===== src/rtl/ili9341_pkg.sv =====
// ili9341_pkg: shared panel constants, RGB565 type, FSM states and coordinate width helper.
package ili9341_pkg;
    localparam int PANEL_WIDTH = 240;
    localparam int PANEL_HEIGHT = 320;
    typedef logic [15:0] rgb565_t;
    localparam rgb565_t TRANSPARENT_565 = 16'hF81F;
    typedef enum logic [1:0] {IDLE, ACTIVE, DRAIN} state_t;
    function automatic int coord_w(input int n);
        return n > 1 ? $clog2(n) : 1;
    endfunction
endpackage


===== src/rtl/raster_counter.sv =====
// raster_counter: x/y raster position with advance enable and last-pixel flag.
module raster_counter
    import ili9341_pkg::*;
#(
    parameter int WIDTH = PANEL_WIDTH,
    parameter int HEIGHT = PANEL_HEIGHT
) (
    input  logic                        clk,
    input  logic                        rst,
    input  logic                        clear,
    input  logic                        advance,
    output logic [coord_w(WIDTH)-1:0]   x,
    output logic [coord_w(HEIGHT)-1:0]  y,
    output logic                        last
);
    localparam int XW = coord_w(WIDTH);
    localparam int YW = coord_w(HEIGHT);
    logic x_end;
    assign x_end = x == XW'(WIDTH - 1);
    assign last = x_end && y == YW'(HEIGHT - 1);
    always_ff @(posedge clk) begin
        if (rst || clear) begin
            x <= '0;
            y <= '0;
        end else if (advance) begin
            x <= x_end ? '0 : x + 1'b1;
            y <= x_end ? (last ? '0 : y + 1'b1) : y;
        end
    end
endmodule


===== src/rtl/sprite_pixel_source.sv =====
// sprite_pixel_source: raster-order RGB565 pixel generator composing a latched
// background with one scaled sprite read from an external one-cycle ROM.
module sprite_pixel_source
    import ili9341_pkg::*;
#(
    parameter int WIDTH = PANEL_WIDTH,
    parameter int HEIGHT = PANEL_HEIGHT,
    parameter int PIXEL_SIZE = 16,
    parameter int SPR_W = 32,
    parameter int SPR_H = 32,
    parameter int SCALE_LOG2 = 2,
    parameter logic [PIXEL_SIZE-1:0] TRANSPARENT = TRANSPARENT_565
) (
    input  logic                              clk,
    input  logic                              rst,
    input  logic                              frame_start,
    input  logic [PIXEL_SIZE-1:0]             bg_color,
    input  logic [coord_w(WIDTH)-1:0]         spr_x,
    input  logic [coord_w(HEIGHT)-1:0]        spr_y,
    input  logic                              pixel_req,
    output logic [coord_w(SPR_W*SPR_H)-1:0]   spr_rom_addr,
    input  logic [PIXEL_SIZE-1:0]             spr_rom_data,
    output logic [PIXEL_SIZE-1:0]             pixel_data,
    output logic                              pixel_valid,
    output logic                              frame_done,
    output logic                              busy,
    output logic                              overrun
);
    localparam int XW = coord_w(WIDTH);
    localparam int YW = coord_w(HEIGHT);
    localparam int AW = coord_w(SPR_W * SPR_H);
    localparam logic [XW:0] SPAN_X = (XW + 1)'(SPR_W << SCALE_LOG2);
    localparam logic [YW:0] SPAN_Y = (YW + 1)'(SPR_H << SCALE_LOG2);

    state_t state;
    logic [XW-1:0] x, sx;
    logic [YW-1:0] y, sy;
    logic [PIXEL_SIZE-1:0] bg;
    logic last, hit, accept, s1_valid, s1_hit, s1_last;
    logic [XW:0] dx;
    logic [YW:0] dy;

    raster_counter #(.WIDTH(WIDTH), .HEIGHT(HEIGHT)) u_raster (
        .clk(clk),
        .rst(rst),
        .clear(state == IDLE && frame_start),
        .advance(accept),
        .x(x),
        .y(y),
        .last(last)
    );

    // one extra bit on both sides keeps edge sprites clipped instead of wrapping
    always_comb begin
        dx = {1'b0, x} - {1'b0, sx};
        dy = {1'b0, y} - {1'b0, sy};
        hit = {1'b0, x} >= {1'b0, sx} && {1'b0, x} < {1'b0, sx} + SPAN_X &&
              {1'b0, y} >= {1'b0, sy} && {1'b0, y} < {1'b0, sy} + SPAN_Y;
        spr_rom_addr = hit ? AW'(32'(dy >> SCALE_LOG2) * SPR_W + 32'(dx >> SCALE_LOG2)) : '0;
    end

    assign accept = state == ACTIVE && pixel_req && !s1_valid && !pixel_valid;

    always_ff @(posedge clk) begin
        if (rst) begin
            state <= IDLE;
            bg <= '0;
            sx <= '0;
            sy <= '0;
            s1_valid <= 1'b0;
            s1_hit <= 1'b0;
            s1_last <= 1'b0;
            pixel_data <= '0;
            pixel_valid <= 1'b0;
            frame_done <= 1'b0;
            busy <= 1'b0;
            overrun <= 1'b0;
        end else begin
            s1_valid <= accept;
            s1_hit <= hit;
            s1_last <= accept && last;
            pixel_valid <= s1_valid;
            frame_done <= s1_valid && s1_last;
            if (s1_valid)
                pixel_data <= (s1_hit && spr_rom_data != TRANSPARENT) ? spr_rom_data : bg;
            if (pixel_req && state != IDLE && !accept)
                overrun <= 1'b1;
            case (state)
                IDLE: if (frame_start) begin
                    state <= ACTIVE;
                    bg <= bg_color;
                    sx <= spr_x;
                    sy <= spr_y;
                    busy <= 1'b1;
                end
                ACTIVE: if (accept && last) state <= DRAIN;
                DRAIN: if (s1_valid && s1_last) begin
                    state <= IDLE;
                    busy <= 1'b0;
                end
                default: state <= IDLE;
            endcase
        end
    end
endmodule


===== config.mk =====
export PLATFORM = sky130hd
export DESIGN_NAME = sprite_pixel_source
export DESIGN_NICKNAME = d
export VERILOG_FILES = /design/src/rtl/ili9341_pkg.sv /design/src/rtl/raster_counter.sv /design/src/rtl/sprite_pixel_source.sv
export SDC_FILE = /design/constraint.sdc
export NUM_CORES = 1
export LEC_CHECK = 0
export BUFFER_PORTS_ARGS = -buffer_cell sky130_fd_sc_hd__buf_2
export CAP_MARGIN = 20
export CORE_UTILIZATION = 55
export DETAILED_ROUTE_END_ITERATION = 8
export MAX_ROUTING_LAYER = met4
export PLACE_DENSITY = 0.8
export REMOVE_ABC_BUFFERS = 1
export SLEW_MARGIN = 40
export SYNTH_ARGS = -nofsm -noshare
export SYNTH_HDL_FRONTEND = slang
export SYNTH_HIERARCHICAL = 1
export SYNTH_SLANG_ARGS = --single-unit
export TNS_END_PERCENT = 50

===== constraint.sdc =====
create_clock -name clk -period 4.8 [get_ports clk]
set_clock_uncertainty 0.1 [all_clocks]
set_input_delay 0.72 -clock clk [delete_from_list [all_inputs] [get_ports clk]]
set_output_delay 0.72 -clock clk [all_outputs]
set_load 0.02 [all_outputs]

==> metrics.txt <==
Final #Nets=roughly 640; Seq/Total Area, Yosys=between 30% and 40%; layout cells sized above 1=between 20 and 25%; vias in the first global route=around 3300; Max Fclk=roughly 220 MHz; ys async rst share=0%; fin crit period=roughly 4.6 ns; Final Worst Setup Slack=roughly 0.24 ns; Startpoint Class=register; fin util=~68%; hold slack=about 0.36 ns; Residual DRC=0; Fin Setup TNS=0 ns; Tcrit/Tclk final=between 90% and 100%; Worst Tran Pin Value=roughly 0.65 ns; status=complete, no violations; CTS clk-pin slew, worst paths=approximately 0.09 ns; drt via density=5.44; RSZ-0062 raised after global routing=no; drt pass-1 iters=7; Max VDD drop=roughly 190 uV; Unique masters post-synth=58; Area growth syn-to-layout=17.8%; H-tree Lvls=3; Post-Syn Area per Cell=8.27 sq um; Vias=about 3600; relative slew slack=a little under three fifths; Crit Path Class=reg2out; buffer levels on the longest clock path=2; WL final=a little over 9000 um; Post-CTS Setup Inserts=0; fill cell count=about 610; initial DRC count=~160; WP data required=3.98 ns; Yosys reg bits=between 70 and 80; Max Slew Vio Count=0; post-CTS sizing=0; commonest non-fill, non-tap cell in the layout=nand2_1; Crit Path Max Fanout=5; global-route wire length before repair=around 15000 um; final setup violation count=0; core outline area=a little under 7000 sq um; CTS tree=done; Post-DRT Antenna Nets=0; Synth Instances=approximately 480; Yosys warnings=6; IO Pins=83; post-synth design cell area=3950 sq um; worst skew pair latency=0.36 ns; Synth Flop Type=dfxtp_1; largest net degree at the start of global routing=37; commonest non-fill, non-tap cells in the layout=nand2_1 (85), buf_2 (83), dfxtp_1 (74); critical path arrival=about 3.7 ns; die width=86.8 um; total power=roughly 1500 uW; initial core utilization=57.5%; P_leak=about 0.002 uW; CTS root buffer=clkbuf_8; drt wl/cell=between 10 and 15 um; PwrDens=~320 nW/um^2; hold buffer count at cts=0; pre-CTS WS=around 0.65 ns; Die Y=approximately 87 um; Tot GR Track Use=26.9%; Max Cap Viol=0; clk sinks=75; IO buf count=82; CP endpoint kind=primary output; number of cell rows=30; DP HPWL=about 6700 um; RD Place Congestion=between 0.9 and 1; register area=approximately 1500 sq um; number of inserted diodes=0; Hold WC Path Type=reg2reg; GRT overflow=0; multi-input logic area=about 2300 sq um; initial antenna violation count=0; Post-synth EDFFs=0; CTS Buf Count=9; Hold Vio Cnt, Final=0; die area=around 7500 sq um
## state kept, by name, summed over array words and instances (netlist names), 2 cells and up
register	flops
sx	8
sy	9
bg	16
pixel_data	16
u_raster/x	8
state	2
u_raster/y	9
## report_power, final
group | switching (uW) | internal [uW] | leakage (uW)
clock | 262 | 260 | 0.0000971
sequential | 19.6 | 649 | 0.000612
combinational | 186 | 130 | 0.00135
total | 468 | 1040 | 0.00206
## worst max-delay path, cell delays in order (launching register included)
cell	delay, ns
dfxtp_1	0.47
ha_1	0.32
a21oi_1	0.28
o21ai_0	0.16
a22o_1	0.29
a31oi_1	0.19
ha_1	0.20
inv_1	0.06
fa_1	0.38
or4_1	0.54
xnor3_1	0.19
nor3_1	0.12
buf_2	0.19
## routing by layer
metal / GRT usage [%] / routed length [um] / vias up
li1: - / - / 1810
met3: 6.29 / 417 / 13
met1: 33.2 / 4080 / 1665
met5: - / 0 / -
met4: 7.27 / 121 / 0
met2: 44.4 / 4730 / 97
## final cells by class
type                            count  share of cell area (%)
Multi-Input combinational cell    354                    48.4
Inverter                           29                    2.34
Clock inverter                      6                    1.56
Tap cell                           96                    2.58
Sequential cell                    75                    32.3
Timing Repair Buffer               89                    9.89
Clock buffer                       10                    2.96
## path summary, 6_finish.rpt
check | from | end | slack (ns) | cells after the start
worst max-delay path | u_raster/x[6] | spr_rom_addr[9] | 0.24 | 12
worst max register to register | s1_valid | u_raster/y[8] | 2.22 | 6
worst min-delay path | sx[3] | sx[3] | 0.36 | 2
worst min register to register | sx[3] | sx[3] | 0.36 | 2
## Yosys cell counts (4+ instances only)
library cell  instances  area (sq um)
nand2_1              85           319
dfxtp_1              75          1500
a21oi_1              47           235
nor2_1               45           169
inv_1                28           105
ha_1                 26           325
nor3_1               17          85.1
clkbuf_1             16          60.1
xnor2_1              15           131
a211oi_1             13          97.6
mux2i_1              12           120
nand3_1              10          50.1
o21ai_0               7          35.0
nand4_1               6          37.5
nor2b_1               6          37.5
xor2_1                6          52.6
nand2b_1              4          25.0
nor4_1                4          25.0
## per-stage QoR
stage,instances,instance area [sq um]
finish,659,4650
detailed placement,640,4420
global placement,639,4420
global route,659,4650
CTS,656,4630
floorplan,458,3860
## logic make-up (layout without fill, tap and decap cells)
kind of cell / after synthesis / count (layout) / synth area share (%)
buf+inv: 49 / 134 / 5.03
mux: 12 / 12 / 3.04
compound gates: 94 / 94 / 15.2
fa+ha+maj: 27 / 27 / 8.74
simple gates: 199 / 199 / 24.8
flops: 75 / 75 / 38.0
xor+xnor: 22 / 22 / 5.22
Note: power is estimated with default switching activity, not from simulation.
